===== config.mk =====
export PLATFORM = sky130hd
export DESIGN_NAME = rsp_merger
export DESIGN_NICKNAME = d
export VERILOG_FILES = /design/src/rtl/rsp_merger.sv
export SDC_FILE = /design/constraint.sdc
export NUM_CORES = 1
export LEC_CHECK = 0
export BUFFER_PORTS_ARGS = -buffer_cell sky130_fd_sc_hd__buf_2
export CORE_AREA = 4 4 200 202
export CTS_BUF_LIST = sky130_fd_sc_hd__clkbuf_16
export CTS_CLUSTER_SIZE = 40
export DETAILED_ROUTE_END_ITERATION = 16
export DIE_AREA = 0 0 204 206
export GPL_ROUTABILITY_DRIVEN = 0
export GPL_TIMING_DRIVEN = 0
export PLACE_DENSITY_LB_ADDON = 0.25
export SYNTH_ARGS = -nofsm -noshare
export SYNTH_HDL_FRONTEND = slang
export SYNTH_SLANG_ARGS = --single-unit

===== constraint.sdc =====
create_clock -name clk_i -period 2.3 [get_ports clk_i]
set_input_delay 0.345 -clock clk_i [delete_from_list [all_inputs] [get_ports clk_i]]
set_output_delay 0.345 -clock clk_i [all_outputs]
set_load 0.05 [all_outputs]

===== src/rtl/rsp_merger.sv =====
// -----------------------------------------------------------------------------
// rsp_merger
//
// Read-response merger on the DRAM controller return path. The command
// splitter upstream may break one read command into two downstream commands
// at a 2KB page boundary. This block keeps the split code of every issued
// downstream read in a small tag FIFO. It forwards the read beats upstream and
// hides the `last` flag of a first split piece, so upstream sees one burst with
// a single `last` per original command.
//
// Optional feature macro: RSP_MERGER_OUT_REG_EN
//   defined     -> upstream outputs go through a 2-entry spill register
//                  (full throughput, one cycle of added latency)
//   not defined -> purely combinational beat path, zero latency
//
// Parameters:
//   DataWidth     width of one read data beat
//   TagDepth      number of outstanding downstream reads tracked (power of 2, >=2)
//
// Ports:
//   clk_i          clock
//   rst_ni         asynchronous active-low reset
//   tag_valid_i    downstream read command handshook this cycle
//   tag_ready_o    tag FIFO can accept a tag
//   tag_split_i    split code: 00 unsplit, 01 first piece, 10 second piece
//   rsp_valid_i    downstream read beat valid
//   rsp_ready_o    downstream read beat accepted
//   rsp_data_i     downstream beat data
//   rsp_last_i     last beat of one downstream command
//   rsp_valid_o    upstream beat valid
//   rsp_ready_i    upstream ready
//   rsp_data_o     upstream beat data
//   rsp_last_o     last beat of the original upstream command
//   outstanding_o  number of tags currently held
// -----------------------------------------------------------------------------
module rsp_merger #(
    parameter int unsigned DataWidth = 256,
    parameter int unsigned TagDepth  = 4
) (
    input  logic                          clk_i,
    input  logic                          rst_ni,
    input  logic                          tag_valid_i,
    output logic                          tag_ready_o,
    input  logic [1:0]                    tag_split_i,
    input  logic                          rsp_valid_i,
    output logic                          rsp_ready_o,
    input  logic [DataWidth-1:0]          rsp_data_i,
    input  logic                          rsp_last_i,
    output logic                          rsp_valid_o,
    input  logic                          rsp_ready_i,
    output logic [DataWidth-1:0]          rsp_data_o,
    output logic                          rsp_last_o,
    output logic [$clog2(TagDepth):0]     outstanding_o
);

    localparam int unsigned PtrW = $clog2(TagDepth);
    localparam int unsigned CntW = PtrW + 1;

    // ------------------------------------------------------------------
    // Tag FIFO
    // ------------------------------------------------------------------
    logic [1:0]      tag_mem [TagDepth];
    logic [PtrW-1:0] wr_ptr;
    logic [PtrW-1:0] rd_ptr;
    logic [CntW-1:0] count;

    logic            full;
    logic            push;
    logic            pop;
    logic            h_valid;
    logic [1:0]      h;

    // Readiness depends on fullness only; a pop in the same cycle does not
    // make room for a push.
    assign full        = (count == CntW'(TagDepth));
    assign tag_ready_o = ~full;
    assign push        = tag_valid_i & ~full;
    assign h_valid     = (count != '0);
    assign h           = tag_mem[rd_ptr];
    assign pop         = rsp_valid_i & rsp_ready_o & rsp_last_i;

    assign outstanding_o = count;

    always_ff @(posedge clk_i) begin
        if (push) begin
            tag_mem[wr_ptr] <= tag_split_i;
        end
    end

    // Pointers wrap naturally because TagDepth is a power of two.
    always_ff @(posedge clk_i or negedge rst_ni) begin
        if (!rst_ni) begin
            wr_ptr <= '0;
            rd_ptr <= '0;
            count  <= '0;
        end else begin
            if (push) begin
                wr_ptr <= wr_ptr + PtrW'(1);
            end
            if (pop) begin
                rd_ptr <= rd_ptr + PtrW'(1);
            end
            if (push && !pop) begin
                count <= count + CntW'(1);
            end else if (pop && !push) begin
                count <= count - CntW'(1);
            end
        end
    end

    // ------------------------------------------------------------------
    // Masked beat stream
    // ------------------------------------------------------------------
    // The last beat of a first split piece (01) is hidden; code 11 behaves
    // like 00. Gating with h_valid keeps the stream quiet on an empty FIFO.
    logic                 m_valid;
    logic [DataWidth-1:0] m_data;
    logic                 m_last;

    assign m_valid = rsp_valid_i & h_valid;
    assign m_data  = rsp_data_i;
    assign m_last  = rsp_last_i & h_valid & (h != 2'b01);

`ifdef RSP_MERGER_OUT_REG_EN
    // ------------------------------------------------------------------
    // 2-entry spill register: entry a drives the outputs, entry b catches
    // a beat accepted while a is stalled. Ready is registered (~b_full), so
    // there is no combinational path from rsp_ready_i to rsp_ready_o.
    // ------------------------------------------------------------------
    logic                 a_full;
    logic                 b_full;
    logic [DataWidth-1:0] a_data;
    logic [DataWidth-1:0] b_data;
    logic                 a_last;
    logic                 b_last;
    logic                 spill_ready;
    logic                 in_fire;
    logic                 out_fire;

    assign spill_ready = ~b_full;
    assign in_fire     = m_valid & spill_ready;
    assign out_fire    = a_full & rsp_ready_i;

    always_ff @(posedge clk_i or negedge rst_ni) begin
        if (!rst_ni) begin
            a_full <= 1'b0;
            b_full <= 1'b0;
            a_data <= '0;
            b_data <= '0;
            a_last <= 1'b0;
            b_last <= 1'b0;
        end else if (b_full) begin
            // No input is accepted while b holds a beat.
            if (out_fire) begin
                a_data <= b_data;
                a_last <= b_last;
                b_full <= 1'b0;
            end
        end else if (in_fire && a_full && !out_fire) begin
            b_data <= m_data;
            b_last <= m_last;
            b_full <= 1'b1;
        end else if (in_fire) begin
            a_data <= m_data;
            a_last <= m_last;
            a_full <= 1'b1;
        end else if (out_fire) begin
            a_full <= 1'b0;
        end
    end

    assign rsp_ready_o = spill_ready & h_valid;
    assign rsp_valid_o = a_full;
    assign rsp_data_o  = a_data;
    assign rsp_last_o  = a_last;
`else
    assign rsp_ready_o = rsp_ready_i & h_valid;
    assign rsp_valid_o = m_valid;
    assign rsp_data_o  = m_data;
    assign rsp_last_o  = m_last;
`endif

`ifndef SYNTHESIS
    always_ff @(posedge clk_i) begin
        if (rst_ni && push) begin
            assert (tag_split_i != 2'b11)
            else $error("rsp_merger: illegal split code 11 pushed");
        end
    end
`endif

endmodule


Word level (Yosys, flattened, before mapping). Memories as Yosys holds them, arrays and structs flattened. Cells that the tools add are included.

Bitwise operators: 8. Muxes and demuxes: 4. Add/subtract/negate cells: 4. Shift-type cells: 0. Reduce and logical (&&, ||, !) cells: 6. Order comparisons: 0. Divide/modulo/power cells: 0. Multiply operators: 0. Equal/unequal tests: 2.

Operators with widths (number): 1-bit bitwise AND (7); 3-bit two-way mux (2); 2-bit by 1-bit adder with 2-bit output, second input constant (2); 3-bit by 1-bit adder with 3-bit output, second input constant (1); 3-bit equality test, second input constant (1); 3-bit nonzero test (1); 3-bit by 1-bit subtractor with 3-bit output, second input constant (1); 1-bit logical AND (2); 1-bit zero test (2); 1-bit two-way mux (2); 2-bit by 1-bit inequality test with 1-bit output, second input constant (1); 2-bit nonzero test (1); 1-bit inverter (1).

Input port bits: 264. Memory bits (read-only): 0. Bits in latches: 0. Output and inout bits: 263. Bits in writable memories: 8. Logic and storage cells: 28. Memories kept: 1. Flip-flop bits (word level): 7.

Memories: tag_mem (depth 4, bits a word 2, read ports 1, clocked after Yosys merged registers in 0, write ports 1, line 62) `logic [1:0] tag_mem [TagDepth];`.

Longest topological paths before layout. Gate-level depths: netlist of the first run.

Depth in word-level cells: 7. Gate-level depth with buffers: 8. Mapped depth without buffers: 8.

Least setup slack after synthesis of the first run. No wires, ideal clock.

Path kind: register -> register. Start point: reg count[2] (netlist: outstanding_o[2]). End point: reg count[2] (netlist: outstanding_o[2]). Buffers on the path: 0. Arrival time: 2.034 ns. Clock period less this slack: 2.183 ns. Data required time: 2.150 ns. Library setup time: 0.150 ns. Path slack: 0.117 ns. Cell stages (with the launch flop): 9. Cell sequence: dfrtp_1 -> nor3_2 -> nand4b_4 -> ha_1 -> inv_1 -> fa_1 -> xor2_1 -> nor2_1 -> xor2_1.

Longest elaborated chain between the ends: 7. Elaborated cells on any way between the ends: 16. Those cells by class: add/sub (2); eq/ne (1); mux (2); bitwise (5); reduce/logical (6).

RTL lines: from (decl) (line 65) `logic [CntW-1:0] count;`; from (signal assigned) (line 104) `count <= count + CntW'(1);`; from (signal assigned) (line 106) `count <= count - CntW'(1);`; 3-bit nonzero test (line 78) `assign h_valid = (count != '0);`; 1-bit bitwise AND (line 177) `assign rsp_ready_o = rsp_ready_i & h_valid;`; 1-bit bitwise AND (2 in series) (line 80) `assign pop = rsp_valid_i & rsp_ready_o & rsp_last_i;`; 1-bit zero test (line 103) `if (push && !pop) begin`; 1-bit logical AND (line 103); 3-bit two-way mux or 2-bit nonzero test (tied branches).

Parallel ways exist; a longest one is shown, timed or not. The select of a mux whose other input is x is not followed. A chain may end at the register's enable or synchronous reset.

Worst setup path in the final report of the first run. Ends and elaborated chain as after synthesis.

==> results of run 1 <==
[worst min path at each step]
stage	from	endpoint	depth (start not counted)	slack, ns
after floorplan	rst_ni	outstanding_o[0]	0	0.05
after global placement	rst_ni	wr_ptr[0]	1	0.21
after detailed placement	rst_ni	wr_ptr[0]	1	0.21
after CTS	tag_split_i[1]	tag_mem[3][1]	1	0.34
after global routing	tag_split_i[1]	tag_mem[0][1]	1	0.35
final	tag_split_i[1]	tag_mem[3][1]	1	0.33
[area by class of cell]
cell class	count	area, sq um	share of cell area (%)
clock buffers	3	75.1	1.57
plain buffers	256	1920	40.3
flip-flops and latches	15	415	8.70
repair buffers	271	1360	28.5
inverters	5	18.8	0.393
clock inverters	1	5.00	0.105
well taps	518	648	13.6
multi-input cells	33	328	6.87
[synthesized netlist by cell type]
cell type	count
nand2_1	2
fa_1	1
o2111a_1	1
ha_1	5
nor2_1	2
o32a_1	1
buf_4	256
inv_1	5
and2_1	4
a21boi_4	1
and2b_2	2
xor2_1	3
nand4_1	1
nand4b_4	1
mux2_2	1
dfrtp_1	7
mux2_1	1
nor3_2	1
xnor2_1	3
edfxtp_1	8
a41oi_1	1
nor2_2	1
nand4bb_1	1
[placed cells by master (no fill, tap or decap), drive strengths merged]
cell type	count
buf	526
nand4bb	1
a41oi	1
nand2	2
clkinv	1
xnor2	3
nand4b	1
inv	5
mux2	2
fa	1
and2b	2
ha	5
a21boi	1
nor3	1
xor2	3
and2	4
dlygate4sd3	1
dfrtp	7
nand4	1
o2111a	1
nor2	3
edfxtp	8
o32a	1
clkbuf	3
[critical path: stages, from the launching register on]
cell,delay [ns]
dfrtp_1,0.47
nor3_4,0.30
nand4b_4,0.19
ha_1,0.19
inv_1,0.06
fa_1,0.37
xor2_1,0.15
nor2_1,0.12
xor2_1,0.15
[cells by family after synthesis]
kind of cell,share of synthesized area (%)
buffers and inverters,72.5
multiplexers,0.841
XOR/XNOR,1.96
adder cells (fa/ha/maj),3.08
flip-flops,15.5
AND/OR/NAND/NOR,4.30
AO/OA/AOI/OAI,1.82
[metrics by stage]
stage | worst slack [ns] | utilization, % | hold slack [ns] | cells | area, sq um
finish | 0.222 | 12.5 | 0.335 | 1102 | 4770
global route | 0.0433 | 12.5 | 0.353 | 1102 | 4770
floorplan | 0.117 | - | 0.0494 | 309 | 2680
CTS | 0.118 | 12.5 | 0.336 | 1102 | 4770
global placement | 0.166 | 12.2 | 0.205 | 1097 | 4680
detailed placement | 0.176 | 12.2 | 0.210 | 1097 | 4680
[registers in the layout, summed over array words and instances (netlist names)]
register and cells:
rd_ptr 2, outstanding_o 3, wr_ptr 2, tag_mem 8
[timing repair]
item                                    in CTS  in global routing
endpoints found under the hold margin        7                  0
endpoints found under the setup margin       0                  1
hold buffers                                 1                  0
resized for setup                            0                  1
[metal layers]
layer  vias to the layer above  wire [microns]  GRT usage (%)
met2                       189            7970           10.0
met3                         6            1200          0.941
met1                      1203            5640           7.12
met5                         -              13              0
li1                       1250               -              -
met4                         2              23          0.431
[power by group through the flow]
stage | combinational, mW | clock [mW] | sequential, mW
6_report | 1.99 | 0.339 | 0.501
5_1_grt | 2.09 | 0.360 | 0.521
4_1_cts | 2.01 | 0.351 | 0.499
3_5_place_dp | 2.00 | 0 | 0.500
3_3_place_gp | 2.01 | 0 | 0.500
2_1_floorplan | 1.54 | 0 | 0.569
==> flow_summary.json, run 1 <==
{
  "status": "complete, no violations",
  "wl_per_cell_microns": 13.5,
  "slew_violations": 0,
  "grt_max_degree": 10,
  "synth_top_area_cell": "buf_4",
  "fin_crit_ns": 2.08,
  "r2r_end": "outstanding_o[2]",
  "io_buffers": 270,
  "synthDistinctLibCells": 23,
  "tns_ns": 0,
  "synth_top_area_share_pct": 71.8,
  "wl_microns": 14900,
  "numCtsBuffers": 3,
  "combPwrFrac_pct": 70.3,
  "grt_pass1_vias": 2492,
  "internal_power_mw": 1.24,
  "synth_fp_nets": 579,
  "start_kind": "flop",
  "hold_violations": 0,
  "die_y_microns": 206,
  "fp.dieW_microns": 204,
  "final-setup-viol-count": 0,
  "dr_total_vias": 2650,
  "rsz0062_at_grt": "no",
  "worstReg2RegStart": "outstanding_o[2]",
  "ant_nets": 0,
  "synth_area_leaders": "buf_4 72%, edfxtp_1 9.0%, dfrtp_1 6.5%",
  "p_per_area_mw_per_mm2": 593,
  "cts_buffer_depth": 2,
  "p_sw_mw": 1.59,
  "antenna_cells": 0,
  "power.share.sequential_pct": 17.7,
  "dr.pass1.iters": 4,
  "ys_seq_area_share_pct": 15.5,
  "min_path_type": "primary input to flop",
  "p_leak_nw": 2.66,
  "clock_power_share_pct": 12.0,
  "required_ns": 2.47,
  "max_cap_viol_count": 0,
  "fillCellCount": 4424,
  "ff2ff_path_depth": 8,
  "ioPinCount": 527,
  "start_util_pct": 6.99,
  "max_slew_margin_pct": 77.8,
  "dieArea_sq_mm": 0.0420,
  "syn_area_sq_mm": 0.00268,
  "cts_tree": "built",
  "endpoint_kind": "flop",
  "rrSetupSlack_ns": 0.22,
  "postCtsSetupRepairBufs": 0,
  "root_buffer": "clkbuf_16",
  "cts_max_level": 1,
  "endpoint": "outstanding_o[2]",
  "fin_skew_ns": 0.00232,
  "finalPower_mw": 2.83,
  "grt_use_total_pct": 5.50,
  "syn_to_final_growth_pct": 78.3,
  "tightest_slew_ns": 0.336,
  "clock_sinks": 15,
  "period_share_pct": 90.3,
  "clk_pin_slew_worst_paths_ns": 0.05,
  "fmax_mhz": 481,
  "num-nets-final": 855,
  "coreArea_sq_mm": 0.0383,
  "syn_inst": 309,
  "dpl.hpwl_microns": 13900,
  "p_sw_share_pct": 56.2,
  "crit_type": "flop to flop",
  "antenna_found_initial": 1,
  "clock_latency_ns": 0.24,
  "ys_warn_count": 0,
  "cp-startpoint": "outstanding_o[2]",
  "drive_gt1_share_pct": 92.0,
  "grt_pass1_wl_microns": 17100,
  "drt_iter0_drc": 74,
  "via_per_inst": 2.40,
  "rows": 72,
  "post-route-drc-count": 0,
  "crit_path_max_fanout": 5,
  "syn_avg_cell_area_sq_um": 8.67,
  "ys_ff_latch": 15,
  "overflow": 0,
  "irDropWorstVdd_mv": 0.607,
  "critPathArrivalTime_ns": 2.25
}
Note: power is estimated with default switching activity, not from simulation.
==> run 2, diff against run 1 <==
SETUP_SLACK_MARGIN = 0.4   (was default)
==> run 2 against run 1 <==
  * Non-clock buffer count grew 9
  * Combinational power rose by 7%
  * Sequential share of layout area hardly changed
  * Fmax grew 12%
  * Via count decreased by 0.53%
  * Hold slack improved by 0.0037 ns
  * Routed wire length fell by 4.0%
  * First-iteration DRC count is 6.8% lower
  * Sequential power grew 1%
  * Power is 4.9% higher
  * Critical endpoint unchanged
  * Largest cell class unchanged
  * Largest power group unchanged
==> flow_summary.json, run 2 (synthesis gave the netlist of run 1 again) <==
{
  "grt_pass1_vias": 2437,
  "fp.dieW_microns": 204,
  "slew_violations": 0,
  "hold_violations": 0,
  "tightest_slew_ns": 0.351,
  "dr_total_vias": 2636,
  "wl_per_cell_microns": 12.8,
  "drive_gt1_share_pct": 93.3,
  "ioPinCount": 527,
  "crit_path_max_fanout": 5,
  "rsz0062_at_grt": "yes",
  "overflow": 0,
  "final_cell_mix": "269 x buf_2, 266 x buf_4, 8 x edfxtp_1",
  "max_slew_margin_pct": 76.7,
  "cts_tree": "built",
  "cts_max_level": 1,
  "regMostFlops": "tag_mem",
  "syn_to_final_growth_pct": 82.0,
  "fin_skew_ns": 0.00198,
  "grt_max_degree": 11,
  "irDropWorstVdd_mv": 0.652,
  "fmax_mhz": 540,
  "r2r_end": "outstanding_o[2]",
  "via_per_inst": 2.37,
  "regArea_sq_um": 423,
  "whs_ns": 0.339,
  "clk_pin_slew_worst_paths_ns": 0.05,
  "clock_latency_ns": 0.24,
  "final-setup-viol-count": 0,
  "root_buffer": "clkbuf_16",
  "p_leak_nw": 2.70,
  "min_path_type": "primary input to flop",
  "fillCellCount": 4386,
  "worstReg2RegStart": "outstanding_o[2]",
  "grt_pass1_wl_microns": 16600,
  "dr.pass1.iters": 4,
  "endpoint_kind": "flop",
  "cts_buffer_depth": 2,
  "cp-startpoint": "outstanding_o[2]",
  "wl_microns": 14300,
  "status": "complete, no violations",
  "antenna_found_initial": 3,
  "die_y_microns": 206,
  "tns_ns": 0,
  "ant_nets": 0,
  "clock_sinks": 15,
  "largest_reg_flops": 8,
  "io_buffers": 270,
  "ff2ff_path_depth": 8,
  "fin_crit_ns": 1.85,
  "post-route-drc-count": 0,
  "antenna_cells": 0,
  "p_per_area_mw_per_mm2": 609,
  "max_cap_viol_count": 0,
  "crit_type": "flop to flop",
  "endpoint": "outstanding_o[2]",
  "dpl.hpwl_microns": 13300,
  "drt_iter0_drc": 69,
  "rows": 72,
  "required_ns": 2.47,
  "coreArea_sq_mm": 0.0383,
  "start_util_pct": 6.99,
  "rrSetupSlack_ns": 0.45,
  "dieArea_sq_mm": 0.0420,
  "grt_use_total_pct": 5.26,
  "layout_commonest_cell": "buf_2",
  "period_share_pct": 80.6,
  "start_kind": "flop",
  "multi_input_area_sq_um": 347,
  "critPathArrivalTime_ns": 2.02,
  "num-nets-final": 864,
  "numCtsBuffers": 3
}
## run 2: cell count changes in the layout (fill, tap and decap cells not counted), sizes merged
cell	delta
clkinv	-1
buf	+9
clkinvlp	+1
## run 2: metrics by stage
step	cell area (sq um)	util (%)	setup slack, ns	total power [mW]	std cells
after floorplan	2710	-	0.359	2.16	309
after global placement	4710	12.3	0.346	2.55	1097
after detailed placement	4710	12.3	0.351	2.55	1097
after CTS	4830	12.6	0.400	2.94	1106
after global routing	4870	12.7	0.354	3.12	1111
final	4870	12.7	0.447	2.97	1111
## run 2: repair_timing
item | CTS | global route
resized for setup | 0 | 3
pin swaps | 4 | 4
setup endpoints to repair | 2 | 5
setup buffers | 4 | 5
hold buffers | 1 | 0
hold endpoints to repair | 7 | 0
## run 2: area by class of cell
cell class | instances | area share (%)
inverters | 5 | 0.385
flip-flops and latches | 15 | 8.68
clock buffers | 3 | 1.54
clock inverters | 1 | 0.154
multi-input cells | 33 | 7.11
well taps | 518 | 13.3
repair buffers | 280 | 29.4
plain buffers | 256 | 39.4
## run 2: worst max-delay path, cell delays in order, from the launching register on
cell and delay (ns):
dfrtp_4 0.50, buf_4 0.15, a21boi_4 0.16, ha_4 0.16
inv_2 0.03, fa_2 0.32, xor2_1 0.14, nor2_1 0.14
xor2_1 0.15
## run 2: metal layers
metal | wire (microns) | vias to the layer above | global-route usage (%)
met1 | 5070 | 1173 | 6.51
met5 | 23 | - | 0
li1 | - | 1264 | -
met3 | 1450 | 6 | 1.19
met2 | 7700 | 189 | 9.72
met4 | 19 | 4 | 0.431
## run 2: how the worst min path moves through the flow
stage,from,endpoint,slack (ns),cells past startpoint
floorplan,rst_ni,outstanding_o[0],0.05,0
global placement,rst_ni,wr_ptr[1],0.21,1
detailed placement,rst_ni,outstanding_o[2],0.22,1
CTS,tag_split_i[1],tag_mem[3][1],0.34,1
global route,tag_split_i[1],tag_mem[3][1],0.35,1
finish,tag_split_i[0],tag_mem[3][0],0.34,1
## run 2: report_power, final
group	switching [mW]	leakage, nW	internal (mW)
Sequential	0.111	0.151	0.395
Clock	0.109	0.0371	0.234
Combinational	1.39	2.51	0.725
Total	1.61	2.70	1.35
==> run 3, diff against run 2 <==
ABC_AREA = 1   (was default)
CORE_AREA = 4 4 204 206   (was 4 4 200 202)
DIE_AREA = 0 0 208 210   (was 0 0 204 206)
clock period = 1.7 ns   (was 2.3 ns; I/O delays follow)
==> run 3 against run 2 <==
  * The run now ends with setup timing left
  * Fmax up 6.2%
  * Sequential power up 22%
  * Clock power rose by 37%
  * Synthesized cell count grew 9.1%
  * Global-route usage is 1.6 points higher
  * Via count is 6.1% higher
  * Sequential share of layout area down 0.50 points
  * Setup slack lost 0.49 ns
  * Final cell count is 3.6% higher
  * Register-to-register slack lost 0.49 ns
  * Synthesized area increased by 2.3%
  * Highest routed layer unchanged
==> flow_summary.json, run 3 <==
{
  "synth_fp_nets": 607,
  "start_util_pct": 6.91,
  "path_cells": "nor2_4 > nand2_2 > nand4_1 > ha_4 > inv_2 > fa_2 > nand2_1 > nand3_2 > xor2_1",
  "status": "finished with violations",
  "cts_buffer_depth": 2,
  "synth_edf_count": 8,
  "dr.pass1.iters": 4,
  "endpoint_kind": "flop",
  "required_ns": 1.83,
  "cpMaxStageDelayCell": "dfrtp_2",
  "slowest_delay_ns": 0.43,
  "clock_latency_ns": 0.25,
  "fin_skew_ns": 0.00172,
  "numCtsBuffers": 3,
  "whs_ns": 0.238,
  "grt_use_total_pct": 6.86,
  "ys_warn_count": 0,
  "drt_iter0_drc": 67,
  "fin_cells": 1151,
  "die_y_microns": 210,
  "violations": "setup timing",
  "io_buffers": 270,
  "cts_max_level": 1,
  "fin_crit_ns": 1.75,
  "ys_seq_area_share_pct": 15.2,
  "dieArea_sq_mm": 0.0437,
  "largest_reg_flops": 8,
  "post-route-drc-count": 0,
  "critPathArrivalTime_ns": 1.87,
  "max_cap_viol_count": 0,
  "max_slew_margin_pct": 75.3,
  "ioPinCount": 527,
  "grt_pass1_vias": 2728,
  "ys_top_cells_by_count": "256 x buf_4, 16 x inv_1, 14 x nand2_1, 8 x edfxtp_1",
  "num-nets-final": 897,
  "clock_sinks": 15,
  "via_per_inst": 2.43,
  "yosysMostFrequentCell": "buf_4",
  "layout_commonest_cell": "buf_4",
  "fmax_mhz": 573,
  "p_leak_nw": 2.82,
  "path_delay_family": "simple AND/OR/NAND/NOR gates",
  "dr_total_vias": 2796,
  "drive_gt1_share_pct": 91.4,
  "finalPower_mw": 4.58,
  "cts_tree": "built",
  "dpl.cell_count": 1132,
  "root_buffer": "clkbuf_16",
  "clk_pin_slew_worst_paths_ns": 0.05,
  "irDropWorstVdd_mv": 1.18,
  "crit_type": "flop to flop",
  "hold_violations": 0,
  "period_share_pct": 103,
  "ys.flop_type": "edfxtp_1",
  "grt_max_degree": 11,
  "syn_inst": 337,
  "final-setup-viol-count": 2,
  "ys_ff_latch": 15,
  "wl_per_cell_microns": 15.2,
  "rows": 73,
  "wl_microns": 17500,
  "rsz0062_at_grt": "yes",
  "cp.buffers_inverters": 1,
  "p_per_area_mw_per_mm2": 894,
  "syn_to_final_growth_pct": 87.0,
  "dpl.hpwl_microns": 16400,
  "regMostFlops": "tag_mem",
  "synth_top_area_cell": "buf_4",
  "synth_area_leaders": "buf_4 70%, edfxtp_1 8.8%, dfrtp_1 6.4%",
  "ys_async_sr_fraction_pct": 46.7,
  "antenna_found_initial": 4,
  "tightest_slew_ns": 0.373,
  "fp.dieW_microns": 208,
  "slew_violations": 0,
  "post-route-worst-setup-slack_ns": -0.0454,
  "min_path_type": "primary input to flop",
  "synth_top_area_share_pct": 70.1,
  "ant_nets": 0,
  "coreArea_sq_mm": 0.0396,
  "syn_avg_cell_area_sq_um": 8.13,
  "crit_path_max_fanout": 3,
  "grt_pass1_wl_microns": 21900,
  "start_kind": "flop",
  "fillCellCount": 4606,
  "overflow": 0,
  "synthDistinctLibCells": 25,
  "final_cell_mix": "266 x buf_4, 264 x buf_2, 14 x inv_1",
  "final_core_util_pct": 12.9,
  "antenna_cells": 0,
  "syn_area_sq_mm": 0.00274
}
## run 3: metal layers
metal	GRT usage [%]	part of all wire, %
met4	0.272	0.074
met2	13.4	56
met5	0	0.23
met1	7.86	36
met3	1.85	7.6
## run 3: cells by family (layout without fill, tap and decap cells)
kind of cell             Yosys count  in the layout  synth area share (%)
buffers and inverters            275            564                  72.9
AND/OR/NAND/NOR                   34             34                  6.67
flip-flops                        15             15                  15.2
adder cells (fa/ha/maj)            6              6                  3.01
AO/OA/AOI/OAI                      4              4                  1.00
XOR/XNOR                           3              3                  1.23
## run 3: area by class of cell
| cell class | count | area, sq um | share of cell area, % |
|---|---|---|---|
| Clock buffer | 3 | 75.1 | 1.47 |
| Buffer | 256 | 1920 | 37.5 |
| Tap cell | 525 | 657 | 12.8 |
| Sequential cell | 15 | 419 | 8.18 |
| Inverter | 19 | 78.8 | 1.54 |
| Clock inverter | 1 | 7.51 | 0.147 |
| Multi-Input combinational cell | 47 | 413 | 8.06 |
| Timing Repair Buffer | 285 | 1550 | 30.3 |
## run 3: per-stage QoR
step                TNS (ns)  cell area [sq um]  worst slack, ns
detailed placement    -0.323               4810           -0.246
global route          -0.200               5120           -0.111
floorplan             -0.423               2810           -0.231
finish               -0.0579               5120          -0.0454
global placement      -0.333               4810           -0.259
CTS                   -0.102               5030          -0.0513
## run 3: worst paths after layout
kind                       depth (start not counted)          endpoint  slack, ns             start
max in group asynchronous                          2  outstanding_o[2]       1.13            rst_ni
min in group asynchronous                          2         rd_ptr[1]       0.38            rst_ni
setup / recovery                                   9  outstanding_o[2]      -0.05  outstanding_o[1]
hold reg to reg                                    2         rd_ptr[1]       0.49         rd_ptr[1]
setup reg to reg                                   9  outstanding_o[2]      -0.05  outstanding_o[1]
hold / removal                                     1     tag_mem[2][0]       0.24    tag_split_i[0]
## run 3: what timing repair did
action	CTS	global route
pin swaps	5	4
hold endpoints to repair	7	0
resized for setup	17	13
endpoints found under the setup margin	7	16
hold buffers	1	0
gates cloned	0	0
buffers inserted	9	5
## run 3: report_power, final
group	internal, mW	total [mW]	switching (mW)
clock network	0.317	0.471	0.154
registers	0.521	0.617	0.0961
logic	1.25	3.49	2.24
